[src/rtl/jtsdram_pkg.sv]
// Shared definitions for the SDRAM checker refresh scheduler: state
// encodings, default timing parameters and debt counter width.
package jtsdram_pkg;

    localparam int DEF_TICK_DIV  = 375;
    localparam int DEF_HIGH_MARK = 12;
    localparam int DEF_LOW_MARK  = 4;

    localparam int DEBT_W = 4;
    localparam logic [DEBT_W-1:0] DEBT_MAX = '1;

    typedef enum logic [1:0] {
        ST_IDLE  = 2'd0,
        ST_BLANK = 2'd1,
        ST_FORCE = 2'd2,
        ST_DWNLD = 2'd3
    } rfsh_state_t;

endpackage

[src/rtl/jtsdram_rfsh_ctrl_if.sv]
// Signal bundle between the refresh scheduler and the rest of the checker.
// The master drives video/download/ack inputs; the slave is the scheduler.
interface jtsdram_rfsh_ctrl_if;
    import jtsdram_pkg::*;

    logic              LVBL;
    logic              dwnld_busy;
    logic              prog_rfsh;
    logic              rfsh_ack;
    logic              refresh_en;
    logic              urgent;
    logic [DEBT_W-1:0] debt;
    logic              overflow;
    logic [7:0]        force_cnt;

    modport master (
        output LVBL, dwnld_busy, prog_rfsh, rfsh_ack,
        input  refresh_en, urgent, debt, overflow, force_cnt
    );

    modport slave (
        input  LVBL, dwnld_busy, prog_rfsh, rfsh_ack,
        output refresh_en, urgent, debt, overflow, force_cnt
    );

endinterface

[src/rtl/jtsdram_rfsh_debt.sv]
// Refresh obligation tracker: a free-running tick divider feeding a
// saturating up/down debt counter with a sticky overflow flag.
module jtsdram_rfsh_debt
    import jtsdram_pkg::*;
#(
    parameter int TICK_DIV = DEF_TICK_DIV
) (
    input  logic              clk,
    input  logic              rst_n,
    input  logic              rfsh_ack,
    output logic [DEBT_W-1:0] debt,
    output logic              overflow
);

    localparam int TICK_W = (TICK_DIV > 1) ? $clog2(TICK_DIV) : 1;
    localparam logic [TICK_W-1:0] TICK_LAST = TICK_W'(TICK_DIV - 1);

    logic [TICK_W-1:0] tick_reg, tick_next;
    logic              tick_p;
    logic [DEBT_W-1:0] debt_reg, debt_next;
    logic              overflow_reg, overflow_next;

    always_comb begin
        tick_p        = (tick_reg == TICK_LAST);
        tick_next     = tick_p ? '0 : tick_reg + TICK_W'(1);
        debt_next     = debt_reg;
        overflow_next = overflow_reg;
        // A tick and an ack in the same cycle cancel out, even at the limits.
        if (tick_p && !rfsh_ack) begin
            if (debt_reg == DEBT_MAX)
                overflow_next = 1'b1;
            else
                debt_next = debt_reg + DEBT_W'(1);
        end else if (rfsh_ack && !tick_p && debt_reg != '0) begin
            debt_next = debt_reg - DEBT_W'(1);
        end
    end

    always_ff @(posedge clk or negedge rst_n) begin
        if (!rst_n) begin
            tick_reg     <= '0;
            debt_reg     <= '0;
            overflow_reg <= 1'b0;
        end else begin
            tick_reg     <= tick_next;
            debt_reg     <= debt_next;
            overflow_reg <= overflow_next;
        end
    end

    assign debt     = debt_reg;
    assign overflow = overflow_reg;

endmodule

[src/rtl/jtsdram_rfsh_ctrl.sv]
// Refresh scheduler: refreshes opportunistically in vertical blank, forces
// refresh when debt piles up, and passes the programming request in download.
module jtsdram_rfsh_ctrl
    import jtsdram_pkg::*;
#(
    parameter int TICK_DIV  = DEF_TICK_DIV,
    parameter int HIGH_MARK = DEF_HIGH_MARK,
    parameter int LOW_MARK  = DEF_LOW_MARK
) (
    input  logic               clk,
    input  logic               rst_n,
    jtsdram_rfsh_ctrl_if.slave rfsh
);

    rfsh_state_t       state_reg, state_next;
    logic              refresh_en_reg, refresh_en_next;
    logic              urgent_reg, urgent_next;
    logic [7:0]        force_cnt_reg, force_cnt_next;
    logic [DEBT_W-1:0] debt;
    logic              overflow;
    logic              debt_hi, debt_lo, debt_nz;

    jtsdram_rfsh_debt #(
        .TICK_DIV (TICK_DIV)
    ) u_debt (
        .clk      (clk),
        .rst_n    (rst_n),
        .rfsh_ack (rfsh.rfsh_ack),
        .debt     (debt),
        .overflow (overflow)
    );

    // Decisions use the registered debt, before this cycle's tick/ack lands.
    assign debt_hi = int'(debt) >= HIGH_MARK;
    assign debt_lo = int'(debt) <= LOW_MARK;
    assign debt_nz = debt != '0;

    always_comb begin
        state_next = state_reg;
        if (rfsh.dwnld_busy) begin
            state_next = ST_DWNLD;
        end else begin
            case (state_reg)
                ST_IDLE: begin
                    if (debt_hi)
                        state_next = ST_FORCE;
                    else if (debt_nz && !rfsh.LVBL)
                        state_next = ST_BLANK;
                end
                ST_BLANK: begin
                    if (debt_hi)
                        state_next = ST_FORCE;
                    else if (!debt_nz || rfsh.LVBL)
                        state_next = ST_IDLE;
                end
                ST_FORCE: begin
                    if (debt_lo)
                        state_next = rfsh.LVBL ? ST_IDLE : ST_BLANK;
                end
                ST_DWNLD: state_next = ST_IDLE;
                default:  state_next = ST_IDLE;
            endcase
        end

        // Outputs are registered from the next state for one-cycle latency.
        refresh_en_next = (state_next == ST_BLANK) || (state_next == ST_FORCE)
                       || (state_next == ST_DWNLD && rfsh.prog_rfsh);
        urgent_next     = (state_next == ST_FORCE);

        force_cnt_next = force_cnt_reg;
        if (state_next == ST_FORCE && state_reg != ST_FORCE && force_cnt_reg != 8'hFF)
            force_cnt_next = force_cnt_reg + 8'd1;
    end

    always_ff @(posedge clk or negedge rst_n) begin
        if (!rst_n) begin
            state_reg      <= ST_IDLE;
            refresh_en_reg <= 1'b0;
            urgent_reg     <= 1'b0;
            force_cnt_reg  <= '0;
        end else begin
            state_reg      <= state_next;
            refresh_en_reg <= refresh_en_next;
            urgent_reg     <= urgent_next;
            force_cnt_reg  <= force_cnt_next;
        end
    end

    assign rfsh.refresh_en = refresh_en_reg;
    assign rfsh.urgent     = urgent_reg;
    assign rfsh.debt       = debt;
    assign rfsh.overflow   = overflow;
    assign rfsh.force_cnt  = force_cnt_reg;

endmodule

[src/flat_wrapper.sv]
// flat-port wrapper written by rule: the top's interface ports become plain ports
module jtsdram_rfsh_ctrl_flat import jtsdram_pkg::*;
#(
    parameter int TICK_DIV  = DEF_TICK_DIV,
    parameter int HIGH_MARK = DEF_HIGH_MARK,
    parameter int LOW_MARK  = DEF_LOW_MARK
)
  (clk, rst_n, rfsh_LVBL, rfsh_dwnld_busy, rfsh_prog_rfsh, rfsh_rfsh_ack, rfsh_refresh_en, rfsh_urgent, rfsh_debt, rfsh_overflow, rfsh_force_cnt);
  jtsdram_rfsh_ctrl_if rfsh_i ();
  input  logic clk;
  input  logic rst_n;
  input wire logic [$bits(rfsh_i.LVBL)-1:0] rfsh_LVBL;
  input wire logic [$bits(rfsh_i.dwnld_busy)-1:0] rfsh_dwnld_busy;
  input wire logic [$bits(rfsh_i.prog_rfsh)-1:0] rfsh_prog_rfsh;
  input wire logic [$bits(rfsh_i.rfsh_ack)-1:0] rfsh_rfsh_ack;
  output wire logic [$bits(rfsh_i.refresh_en)-1:0] rfsh_refresh_en;
  output wire logic [$bits(rfsh_i.urgent)-1:0] rfsh_urgent;
  output wire logic [$bits(rfsh_i.debt)-1:0] rfsh_debt;
  output wire logic [$bits(rfsh_i.overflow)-1:0] rfsh_overflow;
  output wire logic [$bits(rfsh_i.force_cnt)-1:0] rfsh_force_cnt;
  assign rfsh_i.LVBL = rfsh_LVBL;
  assign rfsh_i.dwnld_busy = rfsh_dwnld_busy;
  assign rfsh_i.prog_rfsh = rfsh_prog_rfsh;
  assign rfsh_i.rfsh_ack = rfsh_rfsh_ack;
  assign rfsh_refresh_en = rfsh_i.refresh_en;
  assign rfsh_urgent = rfsh_i.urgent;
  assign rfsh_debt = rfsh_i.debt;
  assign rfsh_overflow = rfsh_i.overflow;
  assign rfsh_force_cnt = rfsh_i.force_cnt;
  jtsdram_rfsh_ctrl #(.TICK_DIV(TICK_DIV), .HIGH_MARK(HIGH_MARK), .LOW_MARK(LOW_MARK)) u_core (.clk(clk), .rst_n(rst_n), .rfsh(rfsh_i));
endmodule
[config.mk]
export PLATFORM = sky130hd
export DESIGN_NAME = jtsdram_rfsh_ctrl_flat
export DESIGN_NICKNAME = d
export VERILOG_FILES = /design/src/rtl/jtsdram_pkg.sv /design/src/rtl/jtsdram_rfsh_ctrl_if.sv /design/src/rtl/jtsdram_rfsh_debt.sv /design/src/rtl/jtsdram_rfsh_ctrl.sv /design/src/flat_wrapper.sv
export SDC_FILE = /design/constraint.sdc
export NUM_CORES = 1
export LEC_CHECK = 0
export CAP_MARGIN = 20
export CORE_ASPECT_RATIO = 0.9
export CORE_MARGIN = 5
export CORE_UTILIZATION = 55
export CTS_BUF_LIST = sky130_fd_sc_hd__clkbuf_4
export DETAILED_ROUTE_END_ITERATION = 10
export GPL_ROUTABILITY_DRIVEN = 0
export GPL_TIMING_DRIVEN = 1
export MAX_ROUTING_LAYER = met4
export PLACE_DENSITY = 0.84
export SYNTH_ARGS = -nofsm -noshare
export SYNTH_HDL_FRONTEND = slang
export SYNTH_SLANG_ARGS = --single-unit
[constraint.sdc]
create_clock -name clk -period 3.4 [get_ports clk]
set_clock_uncertainty 0.2 [all_clocks]
set_input_delay 0.68 -clock clk [delete_from_list [all_inputs] [get_ports clk]]
set_output_delay 0.68 -clock clk [all_outputs]
set_load 0.005 [all_outputs]
==> summary.md, run 1 <==
| Metric | Value |
|---|---|
| Total gr overflow | `0` |
| Clock buffer count from CTS | `3` |
| Mean cell area of the mapped netlist | `around 11 sq um` |
| Worst-case headroom to the max-slew limit | `0.673` |
| Total power draw | `about 1.1 mW` |
| Post-Syn Nets | `between 100 and 150` |
| Data arrival, critical path | `2.68 ns` |
| Fin nets | `164` |
| Number of slew-limit violations in the final report | `0` |
| Delay-heaviest family, CP | `simple AND/OR/NAND/NOR gates` |
| Vias in the first global route | `just under 1,000` |
| Total of hold buffers inserted after clock tree synthesis | `0` |
| Cell type with the highest occurrence count on the critical path | `ha_1` |
| Final routed wirelength across all metal layers | `roughly 2600 um` |
| Number of DRC violations after detailed routing | `0` |
| Post-CTS sizing | `0` |
| Clock tree from TritonCTS | `built` |
| Floorplan row count | `17` |
| Setup repair after global routing missed its margin | `no` |
| Capturing element type of the critical path | `flip-flop` |
| Static leakage power | `0.728 nW` |
| Largest fanout on the critical path | `7` |
| Routed wire length on met3 | `approximately 74 um` |
| Setup TNS Final | `0 ns` |
| Peak supply drop | `around 0.53 mV` |
| Part of the Yosys area used for sequential elements | `0.479` |
| Internal cell power | `0.737 mW` |
| Synthesized cell area | `approximately 1400 sq um` |
| Detailed-route via count | `approximately 1,000` |
| HPWL after detailed placement | `1930 um` |
| CTS Root Buffer Type | `clkbuf_4` |
| Post-synthesis instance total | `~130` |
| Tightest Hold Check Type | `flip-flop to flip-flop` |
| Outcome | `finished, final reports clean` |
| Number of antenna repair diodes | `0` |
| Fraction of the cycle the final worst path needs | `0.769` |
| Buf+Inv Stages, Crit Path | `1` |
| Routed length on met2 | `about 1300 um` |
| Highest metal used | `met4` |
| Starting density of the core | `0.565` |
| Final Hold Violating Endpoints | `0` |
| Vias per Instance | `5.68` |
| Die Y-Extent | `~57 um` |
| Post CTS Setup Buffer Count | `0` |
| CP Class | `flip-flop to flip-flop` |
| Antenna violations before repair | `0` |
| PD cells | `about 680 nW/um^2` |
| Startpoint class of the critical path | `flip-flop` |
| Die Footprint | `3570 sq um` |
| Average wire per cell in the routed design | `around 15 um` |
| Endpoints failing setup | `0` |
| Clock power frac | `0.195` |
| Wire length on met1 | `~1200 um` |
| H-Tree Level Count | `1` |
| Count of antenna-violating nets left after detailed routing | `0` |
| Pin count of the biggest net entering global routing | `27` |
| Deepest clock path buffer count | `2` |
| First-pass GRT wire length | `between 4000 and 5000 um` |
| Starting DRT DRC Count | `44` |
| Clock tree sinks | `26` |
| Max Fclk | `382 MHz` |
| Total global routing track utilization | `0.160` |
| Area delta synth->final | `21.0%` |
| Combinational fraction of design power | `0.357` |
| Floorplan die width | `62.4 um` |
| Area of the core | `about 2400 sq um` |
| Iteration count of the initial detailed-routing pass | `2` |
| Crit-path cells | `inv_1 > ha_1 > and4b_4 > and3_2 > nand2_1 > ha_1 > a21o_1 > a21oi_1 > mux2i_1 > xnor2_1` |
| Switching share of power | `0.337` |
| Clock insertion delay at the later pin of the skew report | `between 0.3 and 0.4 ns` |
| Max Cap Viol | `0` |
| Number of flip-flops under the largest register name | `9` |
| Number of distinct library cell variants in the gate-level netlist after synthesis | `37` |
| Layout cell share with drive strength beyond 1 | `0.101` |
| Worst hold slack after final layout | `a little under 0.3 ns` |
| Switching Power | `between 0.3 and 0.4 mW` |
| Number of port buffers | `20` |
| Endpoint required time on the critical path | `approximately 3.5 ns` |
| Sequential cell fraction of total power | `0.449` |
| Yosys warning count | `0` |
| Number of synthesized register bits | `26` |
| Number of I/O pins | `21` |
| Crit path time final | `2.62 ns` |
| CP peak stage delay | `about 0.43 ns` |
| Transition time at the pin with the least slew margin | `about 0.5 ns` |
| Critical-path cell with the highest stage delay | `dfrtp_1` |
| Clock slew seen by the registers of the worst setup and hold paths | `between 0.1 and 0.15 ns` |
[path summary, 6_finish.rpt]
kind | from | endpoint | slack (ns) | depth (start not counted)
hold / removal | u_core.u_debt.tick_reg[0] | u_core.u_debt.tick_reg[0] | 0.30 | 1
min in group asynchronous | rst_n | u_core.rfsh.force_cnt[3] | 0.49 | 2
hold reg to reg | u_core.u_debt.tick_reg[0] | u_core.u_debt.tick_reg[0] | 0.30 | 1
max in group asynchronous | rst_n | u_core.u_debt.tick_reg[0] | 2.26 | 2
setup reg to reg | u_core.u_debt.tick_reg[0] | u_core.u_debt.debt[3] | 0.78 | 10
setup / recovery | u_core.u_debt.tick_reg[0] | u_core.u_debt.debt[3] | 0.78 | 10
[cells by family (layout without fill, tap and decap cells)]
| kind of cell | after synthesis | count (layout) | share of synthesized area |
|---|---|---|---|
| adders and majority gates | 8 | 8 | 0.0792 |
| DFF | 26 | 26 | 0.479 |
| xor gates and xnor gates | 11 | 11 | 0.0709 |
| muxes | 6 | 6 | 0.0488 |
| buffers and inverters | 7 | 30 | 0.0212 |
| and+or+nand+nor | 46 | 46 | 0.186 |
| AOI/OAI and AO/OA | 22 | 22 | 0.115 |
[metrics by stage]
step	instances	utilization	instance area, sq um	setup WS (ns)
floorplan	126	-	1360	0.949
global placement	173	0.662	1590	0.783
detailed placement	173	0.662	1590	0.735
CTS	177	0.684	1640	0.789
global route	177	0.684	1640	0.530
finish	177	0.684	1640	0.785
[synthesized netlist by cell type]
| cell | n | share of area |
|---|---|---|
| a21o_1 | 2 | 0.011 |
| a21oi_1 | 4 | 0.015 |
| a221o_1 | 1 | 0.0074 |
| a22o_1 | 2 | 0.013 |
| a311oi_2 | 1 | 0.011 |
| a31o_2 | 1 | 0.0064 |
| a31oi_1 | 2 | 0.0092 |
| a41oi_1 | 2 | 0.013 |
| and2_1 | 1 | 0.0046 |
| and2_2 | 2 | 0.011 |
| and3_1 | 5 | 0.023 |
| and3_2 | 1 | 0.0055 |
| and4_1 | 1 | 0.0064 |
| and4_2 | 1 | 0.0074 |
| and4b_4 | 1 | 0.010 |
| buf_2 | 2 | 0.0074 |
| dfrtp_1 | 26 | 0.48 |
| fa_1 | 1 | 0.015 |
| ha_1 | 7 | 0.064 |
| inv_1 | 5 | 0.014 |
| mux2_1 | 3 | 0.025 |
| mux2_2 | 2 | 0.017 |
| mux2i_1 | 1 | 0.0074 |
| nand2_1 | 11 | 0.030 |
| nand2b_1 | 2 | 0.0092 |
| nand3_1 | 4 | 0.015 |
| nand4_1 | 3 | 0.014 |
| nor2_1 | 8 | 0.022 |
| nor2_2 | 1 | 0.0046 |
| nor2b_1 | 2 | 0.0092 |
| nor3_1 | 1 | 0.0037 |
| nor3b_1 | 1 | 0.0055 |
| nor4_1 | 1 | 0.0046 |
| o21ai_0 | 5 | 0.018 |
| o21bai_1 | 2 | 0.011 |
| xnor2_1 | 8 | 0.052 |
| xor2_1 | 3 | 0.019 |
[layout by cell type (no fill, tap or decap), types with 2 or more instances in the layout]
cell / count
xnor2_1: 8
nand4_1: 3
nand2_1: 11
a21o_1: 2
nor2b_1: 2
mux2_2: 2
clkdlybuf4s50_1: 20
nand3_1: 4
dfrtp_1: 26
nand2b_1: 2
o21ai_0: 5
o21bai_1: 2
clkbuf_4: 3
xor2_1: 3
a31oi_1: 2
and3_1: 5
ha_1: 7
inv_1: 5
nor2_1: 8
a21oi_1: 4
a41oi_1: 2
mux2_1: 3
a22o_1: 2
and2_2: 2
[final cells by class]
cell class                      instances  area, sq um
Fill cell                             188          759
Multi-Input combinational cell         93          679
Sequential cell                        26          651
Timing Repair Buffer                   21          208
Tap cell                               28         35.0
Clock inverter                          1         30.0
Clock buffer                            3         22.5
Inverter                                5         18.8
[power by group through the flow]
stage	sequential (mW)	combinational [mW]	clock, mW
after global routing	0.516	0.443	0.233
after floorplan	0.478	0.214	0
after CTS	0.497	0.405	0.223
after global placement	0.495	0.376	0
after detailed placement	0.503	0.395	0
final	0.499	0.396	0.217
[routing by layer]
metal,vias up,global-route usage
li1,493,-
met1,496,0.193
met2,13,0.278
met3,4,0.0276
met4,0,0.0455
met5,-,-
No activity file was read; power rests on OpenSTA's default activity.
==> run 2: changes to the inputs <==
Clock period 3.4 ns to 2.65 ns, I/O delays scaled along.
==> run 2 against run 1 <==
Count of clock-buffer cells in the layout did not move. First-iteration DRC count fell by 4.5%. Clock power increased by 23%.
==> summary.md, run 2 (same netlist as run 1, synthesis figures left out) <==
| Metric | Value |
|---|---|
| Total power draw | `1.49 mW (+34%)` |
| Fraction of the cycle the final worst path needs | `0.972 (+0.202)` |
| Clock insertion delay at the later pin of the skew report | `0.31 ns (-0.02 ns)` |
| Number of I/O pins | `21 (unchanged)` |
| Total of hold buffers inserted after clock tree synthesis | `0 (unchanged)` |
| Average wire per cell in the routed design | `14.8 um (+0.30%)` |
| Vias per Instance | `5.73 (+0.83%)` |
| Number of DRC violations after detailed routing | `0 (unchanged)` |
| Floorplan die width | `62.4 um (unchanged)` |
| Clock tree from TritonCTS | `built` |
| Data arrival, critical path | `2.61 ns (-0.07 ns)` |
| Clock power frac | `0.180 (-0.015)` |
| Die Y-Extent | `57.2 um (unchanged)` |
| Cell type with the highest occurrence count on the critical path | `ha_1` |
| Fin nets | `169 (+3.0%)` |
| Number of flip-flops under the largest register name | `9 (unchanged)` |
| Final non-filler cell area | `1700 sq um (+3.3%)` |
| Starting DRT DRC Count | `42 (-4.5%)` |
| Worst hold slack after final layout | `0.260 ns (-0.0349 ns)` |
| Combinational fraction of design power | `0.420 (+0.063)` |
| Setup TNS Final | `0 ns (unchanged)` |
| Die Footprint | `3570 sq um (unchanged)` |
| Startpoint class of the critical path | `flip-flop` |
| Static leakage power | `0.751 nW (+3.3%)` |
| Switching Power | `0.499 mW (+33%)` |
| Iteration count of the initial detailed-routing pass | `4 (+2)` |
| Capturing element type of the critical path | `flip-flop` |
| Count of antenna-violating nets left after detailed routing | `0 (unchanged)` |
| Area delta synth->final | `25.0%` |
| Tightest Hold Check Type | `flip-flop to flip-flop` |
| Crit path time final | `2.57 ns (-0.0408 ns)` |
| Antenna violations before repair | `0 (unchanged)` |
| Number of antenna repair diodes | `0 (unchanged)` |
| Floorplan row count | `17 (unchanged)` |
| Capture point of the worst reg-to-reg path | `u_core.u_debt.debt[3]` |
| Buf+Inv Stages, Crit Path | `1 (unchanged)` |
| Highest-count cells in the layout ignoring fill and taps | `26 x dfrtp_1, 20 x clkdlybuf4s50_1, 10 x nand2_1, 8 x nor2_1, 8 x xnor2_1` |
| Critical path endpoint | `u_core.u_debt.debt[3]` |
| First-pass GRT wire length | `4800 um (+6.3%)` |
| Detailed-route via count | `1,043 (+3.7%)` |
| Setup slack after layout | `0.0755 ns (-0.709 ns)` |
| DP Area | `1620 sq um (+1.9%)` |
| Number of non-filler instances in the completed layout | `182 (+2.8%)` |
| Internal cell power | `0.987 mW (+34%)` |
| H-Tree Level Count | `1 (unchanged)` |
| Endpoints failing setup | `0 (unchanged)` |
| Dpl cells | `177 (+2.3%)` |
| Deepest clock path buffer count | `2 (unchanged)` |
| Cell count along the critical path | `10 (unchanged)` |
| Most common library cell in the layout ignoring fill and taps | `dfrtp_1` |
| Clock slew seen by the registers of the worst setup and hold paths | `0.14 ns (about the same)` |
| Pin count of the biggest net entering global routing | `27 (unchanged)` |
| Max Cap Viol | `0 (unchanged)` |
| Area of the core | `2400 sq um (unchanged)` |
| Transition time at the pin with the least slew margin | `0.323 ns (-0.163 ns)` |
| Total global routing track utilization | `0.171 (+0.0110)` |
| Worst-case headroom to the max-slew limit | `0.785 (+0.112)` |
| Layout cell share with drive strength beyond 1 | `0.149 (+0.0487)` |
| Crit-path cells | `inv_1 > ha_1 > and4b_4 > and3_4 > nand2_2 > ha_1 > a21o_1 > a21oi_2 > mux2i_1 > xnor2_1` |
| Post-route core utilization | `0.706 (+0.0224)` |
| Peak supply drop | `0.644 mV (+21%)` |
| Setup repair after global routing missed its margin | `yes` |
| Largest fanout on the critical path | `7 (unchanged)` |
| Number of slew-limit violations in the final report | `0 (unchanged)` |
| Endpoint required time on the critical path | `2.69 ns (-0.78 ns)` |
| CTS Root Buffer Type | `clkbuf_4` |
| Starting density of the core | `0.565 (unchanged)` |
| PD cells | `875 nW/um^2 (+29%)` |
| CP Class | `flip-flop to flip-flop` |
| Delay-heaviest family, CP | `simple AND/OR/NAND/NOR gates` |
| Max Fclk | `388 MHz (+1.6%)` |
| Sequential cell fraction of total power | `0.400 (-0.049)` |
| Critical-path cell with the highest stage delay | `dfrtp_1` |
| HPWL after detailed placement | `2010 um (+4.0%)` |
| Total gr overflow | `0 (unchanged)` |
| Final Hold Violating Endpoints | `0 (unchanged)` |
| Reg2Reg Launch Point | `u_core.u_debt.tick_reg[0]` |
| Worst reg-to-reg path cell count | `10 (unchanged)` |
| Vias in the first global route | `1,055 (+7.7%)` |
| Final routed wirelength across all metal layers | `2700 um (+3.1%)` |
| Switching share of power | `0.336 (-0.00105)` |
| Worst setup slack for register-to-register paths | `0.08 ns (-0.71 ns)` |
| Clock buffer count from CTS | `3 (unchanged)` |
| Clock tree sinks | `26 (unchanged)` |
| Number of port buffers | `20 (unchanged)` |
| CP peak stage delay | `0.41 ns (-0.02 ns)` |
| First element of the critical path | `u_core.u_debt.tick_reg[0]` |
| Outcome | `finished, final reports clean` |
| Worst setup slack before clock tree synthesis | `0.0503 ns (-0.685 ns)` |
run 2: cell types whose count changed in the layout (fill, tap and decap cells not counted):
cell,delta
a21oi_2,+1
nand2_1,-1
and3_4,+1
a21oi_1,-1
nand2_2,+1
buf_4,+5
and3_2,-1
nor4_1,-1
nor4_2,+1
run 2: worst min path at each step:
stage          cells after the start                      start  slack (ns)                        end
6_report                           1  u_core.u_debt.tick_reg[0]        0.26  u_core.u_debt.tick_reg[0]
5_1_grt                            1  u_core.u_debt.tick_reg[0]        0.29  u_core.u_debt.tick_reg[0]
4_1_cts                            1  u_core.u_debt.tick_reg[0]        0.30  u_core.u_debt.tick_reg[0]
3_5_place_dp                       1     u_core.u_debt.overflow        0.27     u_core.u_debt.overflow
3_3_place_gp                       1  u_core.u_debt.tick_reg[0]        0.26  u_core.u_debt.tick_reg[0]
2_1_floorplan                      0                      rst_n        0.03   u_core.rfsh.force_cnt[0]
run 2: power groups by stage:
stage | clock, mW | sequential, mW | combinational [mW]
final | 0.267 | 0.595 | 0.623
after global routing | 0.292 | 0.614 | 0.693
after CTS | 0.276 | 0.589 | 0.624
after detailed placement | 0 | 0.598 | 0.605
after global placement | 0 | 0.589 | 0.570
after floorplan | 0 | 0.613 | 0.275
run 2: cell type report:
type                       instances  area, sq um
multi-input combinational         93          696
tap                               28         35.0
clock inverter                     1         30.0
inverter                           5         18.8
fill                             170          706
clock buffer                       3         22.5
sequential                        26          651
timing repair buffer              26          245
run 2: timing repair:
item,CTS,global route
endpoints found under the setup margin,1,2
pin swaps,0,1
buffers inserted,0,1
gates resized for setup,2,2
cloned,0,0
run 2: layer usage:
| metal | wire length [um] | vias up | global-route usage |
|---|---|---|---|
| met5 | 0 | - | - |
| met1 | 1140 | 505 | 0.194 |
| met3 | 121 | 4 | 0.0433 |
| met2 | 1400 | 29 | 0.293 |
| met4 | 40 | 0 | 0.0636 |
| li1 | - | 505 | - |
